$ cat src/rtl/err_metric_sweep.sv
// Error-metric sweep for a 4-bit approximate multiplier: walks every nonzero
// operand pair and accumulates error count, distance, maximum and scaled relative error.
module err_metric_sweep #(
  parameter int SETTLE    = 1,
  parameter int RED_SCALE = 10000
) (
  input  logic        clk,
  input  logic        rst,
  input  logic        start,
  output logic [3:0]  op_a,
  output logic [3:0]  op_b,
  input  logic [7:0]  prod,
  output logic        busy,
  output logic        done,
  output logic [7:0]  err_count,
  output logic [15:0] err_dist,
  output logic [15:0] max_err,
  output logic [31:0] red_sum
);
  // 255 * 10000 needs 22 bits, so the divider retires 22 quotient bits
  localparam int DW = 22;

  typedef enum logic [2:0] {IDLE, DRIVE, CMP, DIV, ACC, FIN} state_t;

  state_t          r_state;
  logic [3:0]      r_settle;
  logic [4:0]      r_bit;
  logic [7:0]      r_diff;
  logic [7:0]      r_exact;
  logic [7:0]      r_rem;
  logic [DW-1:0]   r_dvd;
  logic [DW-1:0]   r_quo;

  logic [7:0]      w_exact;
  logic [7:0]      w_diff;
  logic [DW-1:0]   w_dvd;
  logic            w_last;
  logic [3:0]      w_nxt_a;
  logic [3:0]      w_nxt_b;
  logic [8:0]      w_rem_sh;
  logic            w_ge;
  logic [8:0]      w_rem_nx;

  assign w_exact  = {4'b0, op_a} * {4'b0, op_b};
  assign w_diff   = (prod >= w_exact) ? (prod - w_exact) : (w_exact - prod);
  assign w_dvd    = DW'(w_diff) * DW'(RED_SCALE);
  assign w_last   = (op_a == 4'd15) && (op_b == 4'd15);
  assign w_nxt_a  = (op_b == 4'd15) ? op_a + 4'd1 : op_a;
  assign w_nxt_b  = (op_b == 4'd15) ? 4'd1 : op_b + 4'd1;

  // Remainder stays below the divisor (<= 225), so 8 bits hold it between steps
  assign w_rem_sh = {r_rem, r_dvd[DW-1]};
  assign w_ge     = w_rem_sh >= {1'b0, r_exact};
  assign w_rem_nx = w_ge ? (w_rem_sh - {1'b0, r_exact}) : w_rem_sh;

  always_ff @(posedge clk) begin
    if (rst) begin
      r_state   <= IDLE;
      r_settle  <= '0;
      r_bit     <= '0;
      r_diff    <= '0;
      r_exact   <= '0;
      r_rem     <= '0;
      r_dvd     <= '0;
      r_quo     <= '0;
      op_a      <= '0;
      op_b      <= '0;
      busy      <= 1'b0;
      done      <= 1'b0;
      err_count <= '0;
      err_dist  <= '0;
      max_err   <= '0;
      red_sum   <= '0;
    end else begin
      done <= 1'b0;
      case (r_state)
        IDLE: begin
          op_a <= '0;
          op_b <= '0;
          busy <= 1'b0;
          if (start) begin
            err_count <= '0;
            err_dist  <= '0;
            max_err   <= '0;
            red_sum   <= '0;
            op_a      <= 4'd1;
            op_b      <= 4'd1;
            busy      <= 1'b1;
            r_settle  <= '0;
            r_state   <= DRIVE;
          end
        end
        DRIVE: begin
          if (r_settle == 4'(SETTLE - 1)) r_state <= CMP;
          else r_settle <= r_settle + 4'd1;
        end
        CMP: begin
          r_diff  <= w_diff;
          r_exact <= w_exact;
          r_dvd   <= w_dvd;
          r_rem   <= '0;
          r_quo   <= '0;
          r_bit   <= '0;
          if (w_diff != 8'd0) begin
            r_state <= DIV;
          end else if (w_last) begin
            op_a    <= '0;
            op_b    <= '0;
            busy    <= 1'b0;
            done    <= 1'b1;
            r_state <= FIN;
          end else begin
            op_a     <= w_nxt_a;
            op_b     <= w_nxt_b;
            r_settle <= '0;
            r_state  <= DRIVE;
          end
        end
        DIV: begin
          r_rem <= w_rem_nx[7:0];
          r_quo <= {r_quo[DW-2:0], w_ge};
          r_dvd <= {r_dvd[DW-2:0], 1'b0};
          if (r_bit == 5'(DW - 1)) r_state <= ACC;
          else r_bit <= r_bit + 5'd1;
        end
        ACC: begin
          err_count <= err_count + 8'd1;
          err_dist  <= err_dist + 16'(r_diff);
          if (16'(r_diff) > max_err) max_err <= 16'(r_diff);
          red_sum   <= red_sum + 32'(r_quo);
          if (w_last) begin
            op_a    <= '0;
            op_b    <= '0;
            busy    <= 1'b0;
            done    <= 1'b1;
            r_state <= FIN;
          end else begin
            op_a     <= w_nxt_a;
            op_b     <= w_nxt_b;
            r_settle <= '0;
            r_state  <= DRIVE;
          end
        end
        FIN: begin
          r_state <= IDLE;
        end
        default: r_state <= IDLE;
      endcase
    end
  end
endmodule

$ cat config.mk
export PLATFORM = sky130hd
export DESIGN_NAME = err_metric_sweep
export DESIGN_NICKNAME = d
export VERILOG_FILES = /design/src/rtl/err_metric_sweep.sv
export SDC_FILE = /design/constraint.sdc
export NUM_CORES = 1
export LEC_CHECK = 0
export CORE_MARGIN = 1
export CORE_UTILIZATION = 24
export DETAILED_ROUTE_END_ITERATION = 8
export DONT_BUFFER_PORTS = 1
export MAX_ROUTING_LAYER = met4
export PLACE_DENSITY = 0.37
export SKIP_CTS_REPAIR_TIMING = 1
export SLEW_MARGIN = 20
export SYNTH_ARGS = -nofsm -noshare
export SYNTH_HDL_FRONTEND = slang
export SYNTH_SLANG_ARGS = --single-unit
$ cat constraint.sdc
create_clock -name clk -period 11.05 [get_ports clk]
set_clock_uncertainty 0.1 [all_clocks]
set_input_delay 2.21 -clock clk [delete_from_list [all_inputs] [get_ports clk]]
set_output_delay 2.21 -clock clk [all_outputs]
set_load 0.01 [all_outputs]
==> results of run 1 <==
-- tightest hold or removal path: cells and delay by family, from the launching register on --
family | cells | cell delay, ns
AO/OA/AOI/OAI | 1 | 0.05
AND/OR/NAND/NOR | 1 | 0.05
flip-flops | 1 | 0.31
-- cells by family (layout without fill, tap and decap cells) --
kind of cell	count (synthesis)	after routing	synth area share [%]
simple gates	425	425	20.0
other cells	1	8	0.0361
mux	15	15	1.50
flops	150	150	28.9
buf+inv	156	134	6.14
fa+ha+maj	137	137	17.9
xor+xnor	46	46	3.87
compound gates	348	348	21.7
-- stage by stage --
stage / instance area, µm² / total power [W] / setup WS, ns / util, % / std cells
after floorplan: 10400 / 0.000975 / 3.14 / - / 1285
after global placement: 11000 / 0.00108 / 2.47 / 25.9 / 1808
after detailed placement: 11000 / 0.00108 / 2.33 / 25.9 / 1808
after CTS: 11600 / 0.00171 / 2.31 / 27.3 / 1840
after global routing: 11600 / 0.00179 / 1.65 / 27.3 / 1840
final: 11600 / 0.00167 / 2.33 / 27.3 / 1840
-- cell type report --
| cell class | instances | area [µm²] |
|---|---|---|
| fill | 4635 | 30800 |
| clock inverter | 13 | 154 |
| timing repair buffer | 12 | 90.1 |
| clock buffer | 19 | 443 |
| tap | 577 | 722 |
| inverter | 90 | 338 |
| multi-input combinational | 979 | 6800 |
| sequential | 150 | 3000 |
-- sequential cells by signal (all words and copies together) (netlist names) --
register / count
max_err: 8
r_exact: 8
r_state: 3
err_dist: 16
r_quo: 22
r_settle: 4
busy: 1
red_sum: 32
r_diff: 8
op_a: 4
op_b: 4
err_count: 8
r_dvd: 18
r_bit: 5
r_rem: 8
done: 1
-- final timing paths --
kind / depth (start not counted) / endpoint / slack [ns]
setup / recovery: 31 / r_dvd[21]$_SDFFE_PP0P_ / 2.33
hold / removal: 2 / r_exact[4]$_SDFFE_PP0P_ / 0.35
setup reg to reg: 31 / r_dvd[21]$_SDFFE_PP0P_ / 2.33
hold reg to reg: 2 / r_exact[4]$_SDFFE_PP0P_ / 0.35
-- power groups by stage --
stage / sequential (W) / combinational (W) / clock (W)
final: 0.000567 / 0.000490 / 0.000608
after global routing: 0.000569 / 0.000566 / 0.000658
after CTS: 0.000568 / 0.000506 / 0.000637
after detailed placement: 0.000580 / 0.000500 / 0
after global placement: 0.000580 / 0.000504 / 0
after floorplan: 0.000574 / 0.000401 / 0
-- cells in the final DEF, fill, tap and decap left out, types with 5 or more instances in the layout --
cell       count
nor2b_1       13
a211oi_1      22
a21oi_1      130
buf_4         12
a22o_1        11
mux2i_1       10
ha_1         118
nand2b_1      12
o21ai_0       58
clkinv_2       6
nand3b_1       6
o21bai_1       9
a31oi_1        8
a311oi_1       7
a21boi_0       5
xnor2_1       28
xor2_1        18
o21a_1        11
or3_1         15
nand2_1      126
nor3_1        16
clkbuf_16     17
a21o_1        32
nand4b_1       7
inv_1         90
nand3_1       66
fa_1          19
nor2_1        90
dfxtp_1      149
conb_1         8
o31ai_1        9
or2_2         12
mux2_2         5
and2_1        19
nand4_1       14
o211ai_1       9
and3_1        12
-- layer usage --
layer | part of all wire (%) | vias up
met5 | 0 | -
met4 | 2.2 | 0
met3 | 4.2 | 30
met2 | 46 | 108
met1 | 47 | 4041
li1 | - | 4457
==> results.txt, run 1 <==
worst-path maximum fanout -> 10
Critical Path Start -> op_b[3]$_SDFFE_PP0P_
most frequent cell after synthesis -> dfxtp_1
FFs w/ async S/R, synth -> 0%
FF-to-FF Start -> op_b[3]$_SDFFE_PP0P_
Row Count -> 75
Starting Density -> 24.6%
gr usage total -> 14.3%
met3 Use GR -> 3.01%
clock latency of the later-clocked register in the worst-skew pair -> 0.44 ns
Clock Path Buffers -> 2
synthesized area -> 10400 µm²
CTS tree -> built
Max-cap violations -> 0
Syn-to-layout area delta -> 11.1%
vias per cell -> 4.69
CTS sink count -> 150
Switch Pwr -> 0.000538 W
Synth Register Bits -> 150
met2 track demand over resource -> 22.8%
class of the worst hold path -> reg2reg
Crit path largest cell delay -> 0.57 ns
synth top area cells -> dfxtp_1 (29%), ha_1 (14%), a21oi_1 (6.3%)
PortBufs -> 0
initial antenna violation count -> 0
critical path endpoint category -> register
PwrDens -> 144 nW/µm²
run status -> finished clean
total congestion overflow -> 0
vias in the first global route -> 8489
most used cell, CP -> ha_1
vias -> 8636
CTS clock-pin slew for the worst setup and hold paths -> 0.06 ns
DR WL/cell -> 16.2 µm
crit path DAT -> 8.94 ns
delay-heaviest family, CP -> adder cells
Post-Synthesis Cells -> 1278
Worst EP required -> 11.27 ns
slew margin rel. -> 25.9%
Yosys top cell by area -> dfxtp_1
H-tree Lvls -> 4
final hold slack -> 0.352 ns
register share of total power -> 34.1%
RSZ-0062 raised after global routing -> no
Tmin final -> 8.72 ns
achievable clock frequency -> 115 MHz
# nets final -> 1398
leakage power -> 4.72 nW
Setup violations, final -> 0
Main synth FF type -> dfxtp_1
# diodes -> 0
global-route met1 utilization -> 17.8%
Sw Share -> 32.3%
DR pass1 iterations -> 5
total CTS buffers -> 17
final hold vios -> 0
Die ar. -> 44200 µm²
RD Place Congestion -> 0.794
DRT Wirelength -> 29900 µm
startpoint class of the critical path -> register
Root Buffer Master -> clkbuf_16
Slew @ Worst Pin -> 1.11 ns
EDFF count, synth -> 0
Max rail drop VDD -> 0.0000710 V
crit path buf inv count -> 3
Yosys warning count -> 0
CORE AREA -> 42300 µm²
post-synthesis sequential area ratio -> 28.9%
dpl hpwl -> 22100 µm
fin. max-slew vios -> 0
first-pass GRT wire length -> 48300 µm
Yosys top cell area share -> 28.9%
DRT antenna net count -> 0
# DRC -> 0
Post-synth top cells -> dfxtp_1 (150), a21oi_1 (130), nand2_1 (126), ha_1 (118)
Fin Setup TNS -> 0 ns
kind of critical path -> reg2reg
GR peak layer -> met2
die outline width -> 210 µm
I/O pins -> 93
post-synthesis cell type count -> 76
combinational power share -> 29.4%
synthesized area per cell -> 8.14 µm²
layout cell share with drive strength beyond 1 -> 6.18%
slowest CP cell -> fa_1
die extent in y -> 210 µm
largest net degree at the start of global routing -> 144
final period utilization -> 78.9%
Int Pwr -> 0.00113 W
clock share of power -> 36.5%
initial DRC count -> 476
hold_sp -> r_exact[4]$_SDFFE_PP0P_
(Power assumes the default switching activity.)
==> inputs of run 2 (changes only) <==
--- a/config.mk
+++ b/config.mk
@@ -10,7 +10,7 @@
 export DETAILED_ROUTE_END_ITERATION = 8
 export DONT_BUFFER_PORTS = 1
 export MAX_ROUTING_LAYER = met4
-export PLACE_DENSITY = 0.37
+export PLACE_DENSITY = 0.38
 export SKIP_CTS_REPAIR_TIMING = 1
 export SLEW_MARGIN = 20
 export SYNTH_ARGS = -nofsm -noshare
==> constraint.sdc (replaced) <==
create_clock -name clk -period 7.9 [get_ports clk]
set_clock_uncertainty 0.1 [all_clocks]
set_input_delay 1.58 -clock clk [delete_from_list [all_inputs] [get_ports clk]]
set_output_delay 1.58 -clock clk [all_outputs]
set_load 0.01 [all_outputs]
==> run 2 against run 1 <==
Cell count up 2.2%. Design area increased by 3.5%. Worst hold slack improved by 0.0029 ns. First-iteration DRC count decreased by 18%. Non-clock buffer count up 42. Die area did not move. Count of clock-buffer cells in the layout stayed put. Global-route usage barely moved. Clock power grew 40%. Largest cell class unchanged.
==> results.txt, run 2 (synthesized netlist as in run 1, its figures left out) <==
worst-path maximum fanout -> 5 (was 10)
Fin Setup TNS -> 0 ns (unchanged)
Setup violations, final -> 0 (unchanged)
final period utilization -> 95.2% (was 78.9%)
DR WL/cell -> 16.1 µm (was 16.2 µm)
critical path endpoint category -> register (unchanged)
DRT antenna net count -> 0 (unchanged)
crit path DAT -> 7.73 ns (was 8.94 ns)
class of the worst hold path -> reg2reg (unchanged)
Row Count -> 75 (unchanged)
die outline width -> 210 µm (unchanged)
final hold vios -> 0 (unchanged)
Root Buffer Master -> clkbuf_16 (unchanged)
first-pass GRT wire length -> 48300 µm (about the same)
register share of total power -> 32.5% (was 34.1%)
clock share of power -> 35.2% (was 36.5%)
total CTS buffers -> 17 (unchanged)
Critical Path Start -> op_b[3]$_SDFFE_PP0P_ (unchanged)
startpoint class of the critical path -> register (unchanged)
largest registers -> red_sum x32, r_quo x22, r_dvd x18 (unchanged)
CTS clock-pin slew for the worst setup and hold paths -> 0.06 ns (about the same)
Max-cap violations -> 0 (unchanged)
# diodes -> 0 (unchanged)
PortBufs -> 0 (unchanged)
total congestion overflow -> 0 (unchanged)
vias in the first global route -> 8447 (was 8489)
most used cell, CP -> ha_1 (unchanged)
commonest non-fill, non-tap cell in the layout -> dfxtp_1 (unchanged)
combinational power share -> 32.3% (was 29.4%)
Clock Path Buffers -> 2 (unchanged)
commonest cells after routing, fill and taps aside -> dfxtp_1 (148), a21oi_1 (126), nand2_1 (124) (was dfxtp_1 (149), a21oi_1 (130), nand2_1 (126))
slowest CP cell -> fa_1 (unchanged)
Int Pwr -> 0.00164 W (was 0.00113 W)
Switch Pwr -> 0.000783 W (was 0.000538 W)
clock latency of the later-clocked register in the worst-skew pair -> 0.44 ns (about the same)
RD Place Congestion -> 0.846 (was 0.794)
slew margin rel. -> 31.9% (was 25.9%)
# fillers -> 4601 (was 4635)
register with the most flip-flops -> red_sum (unchanged)
vias -> 8822 (was 8636)
fin. max-slew vios -> 0 (unchanged)
hold_sp -> r_exact[5]$_SDFFE_PP0P_ (was r_exact[4]$_SDFFE_PP0P_)
leakage power -> 4.93 nW (was 4.72 nW)
Starting Density -> 24.6% (unchanged)
Die ar. -> 44200 µm² (unchanged)
Worst EP required -> 8.11 ns (was 11.27 ns)
die extent in y -> 210 µm (unchanged)
I/O pins -> 93 (unchanged)
PwrDens -> 203 nW/µm² (was 144 nW/µm²)
Syn-to-layout area delta -> 15.1% (was 11.1%)
Crit path largest cell delay -> 0.54 ns (was 0.57 ns)
DR pass1 iterations -> 5 (unchanged)
max reg flops -> 32 (unchanged)
# DRC -> 0 (unchanged)
DRT Wirelength -> 30300 µm (was 29900 µm)
dpl hpwl -> 22200 µm (was 22100 µm)
CTS tree -> built (unchanged)
gr usage total -> 14.3% (about the same)
Sw Share -> 32.3% (about the same)
achievable clock frequency -> 133 MHz (was 115 MHz)
CORE AREA -> 42300 µm² (unchanged)
H-tree Lvls -> 4 (unchanged)
Max rail drop VDD -> 0.000127 V (was 0.0000710 V)
CTS sink count -> 150 (unchanged)
largest net degree at the start of global routing -> 144 (unchanged)
FF-to-FF Start -> op_b[3]$_SDFFE_PP0P_ (unchanged)
Tmin final -> 7.52 ns (was 8.72 ns)
initial DRC count -> 389 (was 476)
# nets final -> 1440 (was 1398)
Slew @ Worst Pin -> 1.02 ns (was 1.11 ns)
run status -> finished clean (unchanged)
layout cell share with drive strength beyond 1 -> 10.7% (was 6.18%)
vias per cell -> 4.69 (about the same)
final core utilization -> 28.3% (was 27.3%)
kind of critical path -> reg2reg (unchanged)
initial antenna violation count -> 0 (unchanged)
run 2: per-stage QoR:
stage          cells  power, W  area [µm²]  hold WS, ns  setup WS, ns
3_5_place_dp    1842   0.00154       11200        0.342         0.102
6_report        1881   0.00243       12000        0.355         0.381
3_3_place_gp    1842   0.00154       11200        0.341         0.169
4_1_cts         1873   0.00242       11800        0.351        0.0152
2_1_floorplan   1285   0.00136       10400        0.332        0.0239
5_1_grt         1881   0.00261       12000        0.376       -0.0598
run 2: worst paths after layout:
check             cells past startpoint  slack, ns                      end
hold reg to reg                       2       0.36  r_exact[5]$_SDFFE_PP0P_
setup / recovery                     31       0.38   r_dvd[21]$_SDFFE_PP0P_
hold / removal                        2       0.36  r_exact[5]$_SDFFE_PP0P_
setup reg to reg                     31       0.38   r_dvd[21]$_SDFFE_PP0P_
run 2: final cells by class:
class	count	area, µm²	share of cell area [%]
Inverter	90	338	2.82
Tap cell	577	722	6.03
Multi-Input combinational cell	979	6900	57.6
Clock buffer	19	443	3.70
Timing Repair Buffer	54	409	3.42
Clock inverter	12	151	1.27
Sequential cell	150	3010	25.1
run 2: power groups by stage:
stage	Sequential (W)	Clock [W]	Combinational (W)
floorplan	0.000803	0	0.000561
global placement	0.000806	0	0.000732
detailed placement	0.000806	0	0.000732
CTS	0.000788	0.000890	0.000738
global route	0.000791	0.000917	0.000906
finish	0.000788	0.000854	0.000783
run 2: critical path, delay by kind of cell (launching register included):
| kind | cells | cell delay (ns) |
|---|---|---|
| fa+ha+maj | 9 | 3.00 |
| simple gates | 8 | 1.74 |
| compound gates | 8 | 1.28 |
| buf+inv | 4 | 0.50 |
| xor+xnor | 2 | 0.41 |
| flops | 1 | 0.35 |
run 2: metal layers:
metal  up-vias  share of wire (%)  track usage (%)
met2        92                 47             22.8
li1       4538                  -                -
met5         -                  0                -
met3        17                3.9             2.83
met4         0                1.1             3.90
met1      4175                 48             18.4
==> inputs of run 3 (changes only) <==
--- a/config.mk
+++ b/config.mk
@@ -5,6 +5,8 @@
 export SDC_FILE = /design/constraint.sdc
 export NUM_CORES = 1
 export LEC_CHECK = 0
+export ABC_AREA = 1
+export CAP_MARGIN = 5
 export CORE_MARGIN = 1
 export CORE_UTILIZATION = 24
 export DETAILED_ROUTE_END_ITERATION = 8
==> run 3 against run 2 <==
Maximum frequency up 3.3%. Power up 26%. Global-route usage up 0.75 points. Core utilization down 0.78 points. Wire length up 7.0%. Sequential power up 7.2%. Clock power up 6.6%. Worst hold slack better by 0.014 ns. Die area up 2.7%. Area after synthesis up 2.7%.
==> results.txt, run 3 <==
largest registers -> red_sum x32, r_quo x22, r_dvd x18 (unchanged)
post-synthesis compound-gate area fraction -> 16.9% (was 21.7%)
FFs w/ async S/R, synth -> 0% (unchanged)
dpl hpwl -> 24100 µm (was 22200 µm)
RD Place Congestion -> 0.847 (was 0.846)
initial antenna violation count -> 0 (unchanged)
largest family of logic cells by synthesized area -> simple AND/OR/NAND/NOR gates (was compound AO/OA/AOI/OAI gates)
DRT Wirelength -> 32400 µm (was 30300 µm)
first-pass GRT wire length -> 51400 µm (was 48300 µm)
# diodes -> 0 (unchanged)
post-synthesis sequential area ratio -> 28.1% (was 28.9%)
vias -> 9728 (was 8822)
vias in the first global route -> 9322 (was 8447)
run status -> finished clean (unchanged)
slew margin rel. -> 30.7% (was 31.9%)
RSZ-0062 raised after global routing -> no
Syn-to-layout area delta -> 11.9% (was 15.1%)
combinational power share -> 42.5% (was 32.3%)
max reg flops -> 32 (unchanged)
final period utilization -> 92.2% (was 95.2%)
worst-path maximum fanout -> 9 (was 5)
Post-Synthesis Cells -> 1555 (was 1278)
total power -> 0.00305 W (was 0.00243 W)
Starting Density -> 24.6% (about the same)
layout cell share with drive strength beyond 1 -> 5.21% (was 10.7%)
slowest CP cell -> fa_1 (unchanged)
Design Area, Final -> 11900 µm² (was 12000 µm²)
gr usage total -> 15.1% (was 14.3%)
Fin Setup TNS -> 0 ns (unchanged)
CORE AREA -> 43500 µm² (was 42300 µm²)
crit path DAT -> 7.52 ns (was 7.73 ns)
XOR/XNOR Fraction of Synth Area -> 1.72% (was 3.87%)
DR pass1 iterations -> 5 (unchanged)
vias per cell -> 4.55 (was 4.69)
total CTS buffers -> 17 (unchanged)
Worst EP required -> 8.14 ns (was 8.11 ns)
PortBufs -> 0 (unchanged)
Max-cap violations -> 0 (unchanged)
synthesized area per cell -> 6.87 µm² (was 8.14 µm²)
class of the worst hold path -> reg2reg (unchanged)
final hold vios -> 0 (unchanged)
die extent in y -> 213 µm (was 210 µm)
Synth Register Bits -> 150 (unchanged)
M1 WL -> 15700 µm (was 14600 µm)
synth top area cells -> dfxtp_1 (28%), nand2_1 (14%), ha_1 (14%) (was dfxtp_1 (29%), ha_1 (14%), a21oi_1 (6.3%))
Setup violations, final -> 0 (unchanged)
Die ar. -> 45300 µm² (was 44200 µm²)
initial DRC count -> 493 (was 389)
Yosys top cell by area -> dfxtp_1 (unchanged)
achievable clock frequency -> 137 MHz (was 133 MHz)
multiplexer area fraction after synthesis -> 0% (was 1.50%)
# nets final -> 1691 (was 1440)
Int Pwr -> 0.00183 W (was 0.00164 W)
Main synth FF type -> dfxtp_1 (unchanged)
I/O pins -> 93 (unchanged)
leakage power -> 5.24 nW (was 4.93 nW)
most used cell, CP -> inv_1 (was ha_1)
Post-synth top cells -> nand2_1 (403), inv_1 (195), a21oi_1 (173), dfxtp_1 (150), ha_1 (118) (was dfxtp_1 (150), a21oi_1 (130), nand2_1 (126), ha_1 (118))
Yosys top cell area share -> 28.1% (was 28.9%)
placed cells -> 2109 (was 1842)
post-synthesis cell type count -> 52 (was 76)
clock share of power -> 29.8% (was 35.2%)
die outline width -> 213 µm (was 210 µm)
Slew @ Worst Pin -> 1.03 ns (was 1.02 ns)
fin. max-slew vios -> 0 (unchanged)
DP Area -> 11300 µm² (was 11200 µm²)
uppermost layer routed -> met4 (unchanged)
Clock Path Buffers -> 2 (unchanged)
H-tree Lvls -> 4 (unchanged)
# DRC -> 0 (unchanged)
Adder-Cell Fraction of Synth Area -> 17.4% (was 17.9%)
wire length on met3 -> 1670 µm (was 1190 µm)
Root Buffer Master -> clkbuf_16 (unchanged)
Yosys warning count -> 0 (unchanged)
Tmin final -> 7.28 ns (was 7.52 ns)
Met2 Wirelength -> 14700 µm (was 14100 µm)
CTS sink count -> 150 (unchanged)
kind of critical path -> reg2reg (unchanged)
register with the most flip-flops -> red_sum (unchanged)
Max rail drop VDD -> 0.000176 V (was 0.000127 V)
PwrDens -> 256 nW/µm² (was 203 nW/µm²)
largest net degree at the start of global routing -> 106 (was 144)
# fillers -> 4858 (was 4601)
critical path endpoint category -> register (unchanged)
Sw Share -> 40.0% (was 32.3%)
most frequent cell after synthesis -> nand2_1 (was dfxtp_1)
clock latency of the later-clocked register in the worst-skew pair -> 0.45 ns (was 0.44 ns)
Synth Area in Simple Gates -> 26.3% (was 20.0%)
CTS clock-pin slew for the worst setup and hold paths -> 0.07 ns (was 0.06 ns)
Row Count -> 76 (was 75)
EDFF count, synth -> 0 (unchanged)
DRT antenna net count -> 0 (unchanged)
CTS tree -> built (unchanged)
total congestion overflow -> 0 (unchanged)
startpoint class of the critical path -> register (unchanged)
Switch Pwr -> 0.00122 W (was 0.000783 W)
DR WL/cell -> 15.1 µm (was 16.1 µm)
commonest cells after routing, fill and taps aside -> nand2_1 (403), inv_1 (195), a21oi_1 (173) (was dfxtp_1 (148), a21oi_1 (126), nand2_1 (124))
commonest non-fill, non-tap cell in the layout -> nand2_1 (was dfxtp_1)
synthesized area -> 10700 µm² (was 10400 µm²)
register share of total power -> 27.7% (was 32.5%)
Post-Layout Cell Count -> 2140 (was 1881)
Crit path largest cell delay -> 0.55 ns (was 0.54 ns)
run 3: area by class of cell:
type                       count  area, µm²  area share [%]
tap                          585        732            6.13
inverter                     203        762            6.38
clock inverter                 9        175            1.47
sequential                   150       3000            25.1
timing repair buffer          15        113           0.943
multi-input combinational   1156       6710            56.1
clock buffer                  22        454            3.80
run 3: worst max-delay path, delay by kind of cell, from the launching register on:
| kind | cells | cell delay (ns) |
|---|---|---|
| xor gates and xnor gates | 2 | 0.36 |
| adders and majority gates | 9 | 3.82 |
| buffers and inverters | 8 | 0.58 |
| and+or+nand+nor | 10 | 1.06 |
| AOI/OAI and AO/OA | 5 | 0.92 |
| DFF | 1 | 0.33 |
run 3: logic make-up after synthesis:
| family | after synthesis |
|---|---|
| adder cells (fa/ha/maj) | 137 |
| AND/OR/NAND/NOR | 661 |
| XOR/XNOR | 21 |
| flip-flops | 150 |
| other | 1 |
| AO/OA/AOI/OAI | 329 |
| buffers and inverters | 256 |
run 3: power by group through the flow:
stage	Clock, W	Sequential (W)	Combinational, W
6_report	0.000910	0.000845	0.00130
5_1_grt	0.000977	0.000851	0.00149
4_1_cts	0.000947	0.000846	0.00131
3_5_place_dp	0	0.000863	0.00130
3_3_place_gp	0	0.000863	0.00132
2_1_floorplan	0	0.000853	0.000996
run 3: path summary, 6_finish.rpt:
kind,endpoint,start,depth (start not counted),slack (ns)
worst max-delay path,r_dvd[17]$_SDFFE_PP0P_,op_b[3]$_SDFFE_PP0P_,34,0.62
worst min-delay path,r_rem[7]$_SDFFE_PP0P_,r_rem[7]$_SDFFE_PP0P_,2,0.37
worst max register to register,r_dvd[17]$_SDFFE_PP0P_,op_b[3]$_SDFFE_PP0P_,34,0.62
worst min register to register,r_rem[7]$_SDFFE_PP0P_,r_rem[7]$_SDFFE_PP0P_,2,0.37
run 3: routing by layer:
metal / vias to the layer above / GRT usage [%]
li1: 5083 / -
met1: 4459 / 19.1
met2: 161 / 23.6
met3: 25 / 4.16
met4: 0 / 3.62
met5: - / -
run 3: per-stage QoR:
step                utilization [%]  hold slack [ns]  setup slack, ns
floorplan                         -            0.341            0.595
global placement               26.0            0.349            0.683
detailed placement             26.0            0.355            0.587
CTS                            27.5            0.365            0.565
global route                   27.5            0.400           0.0454
finish                         27.5            0.369            0.619
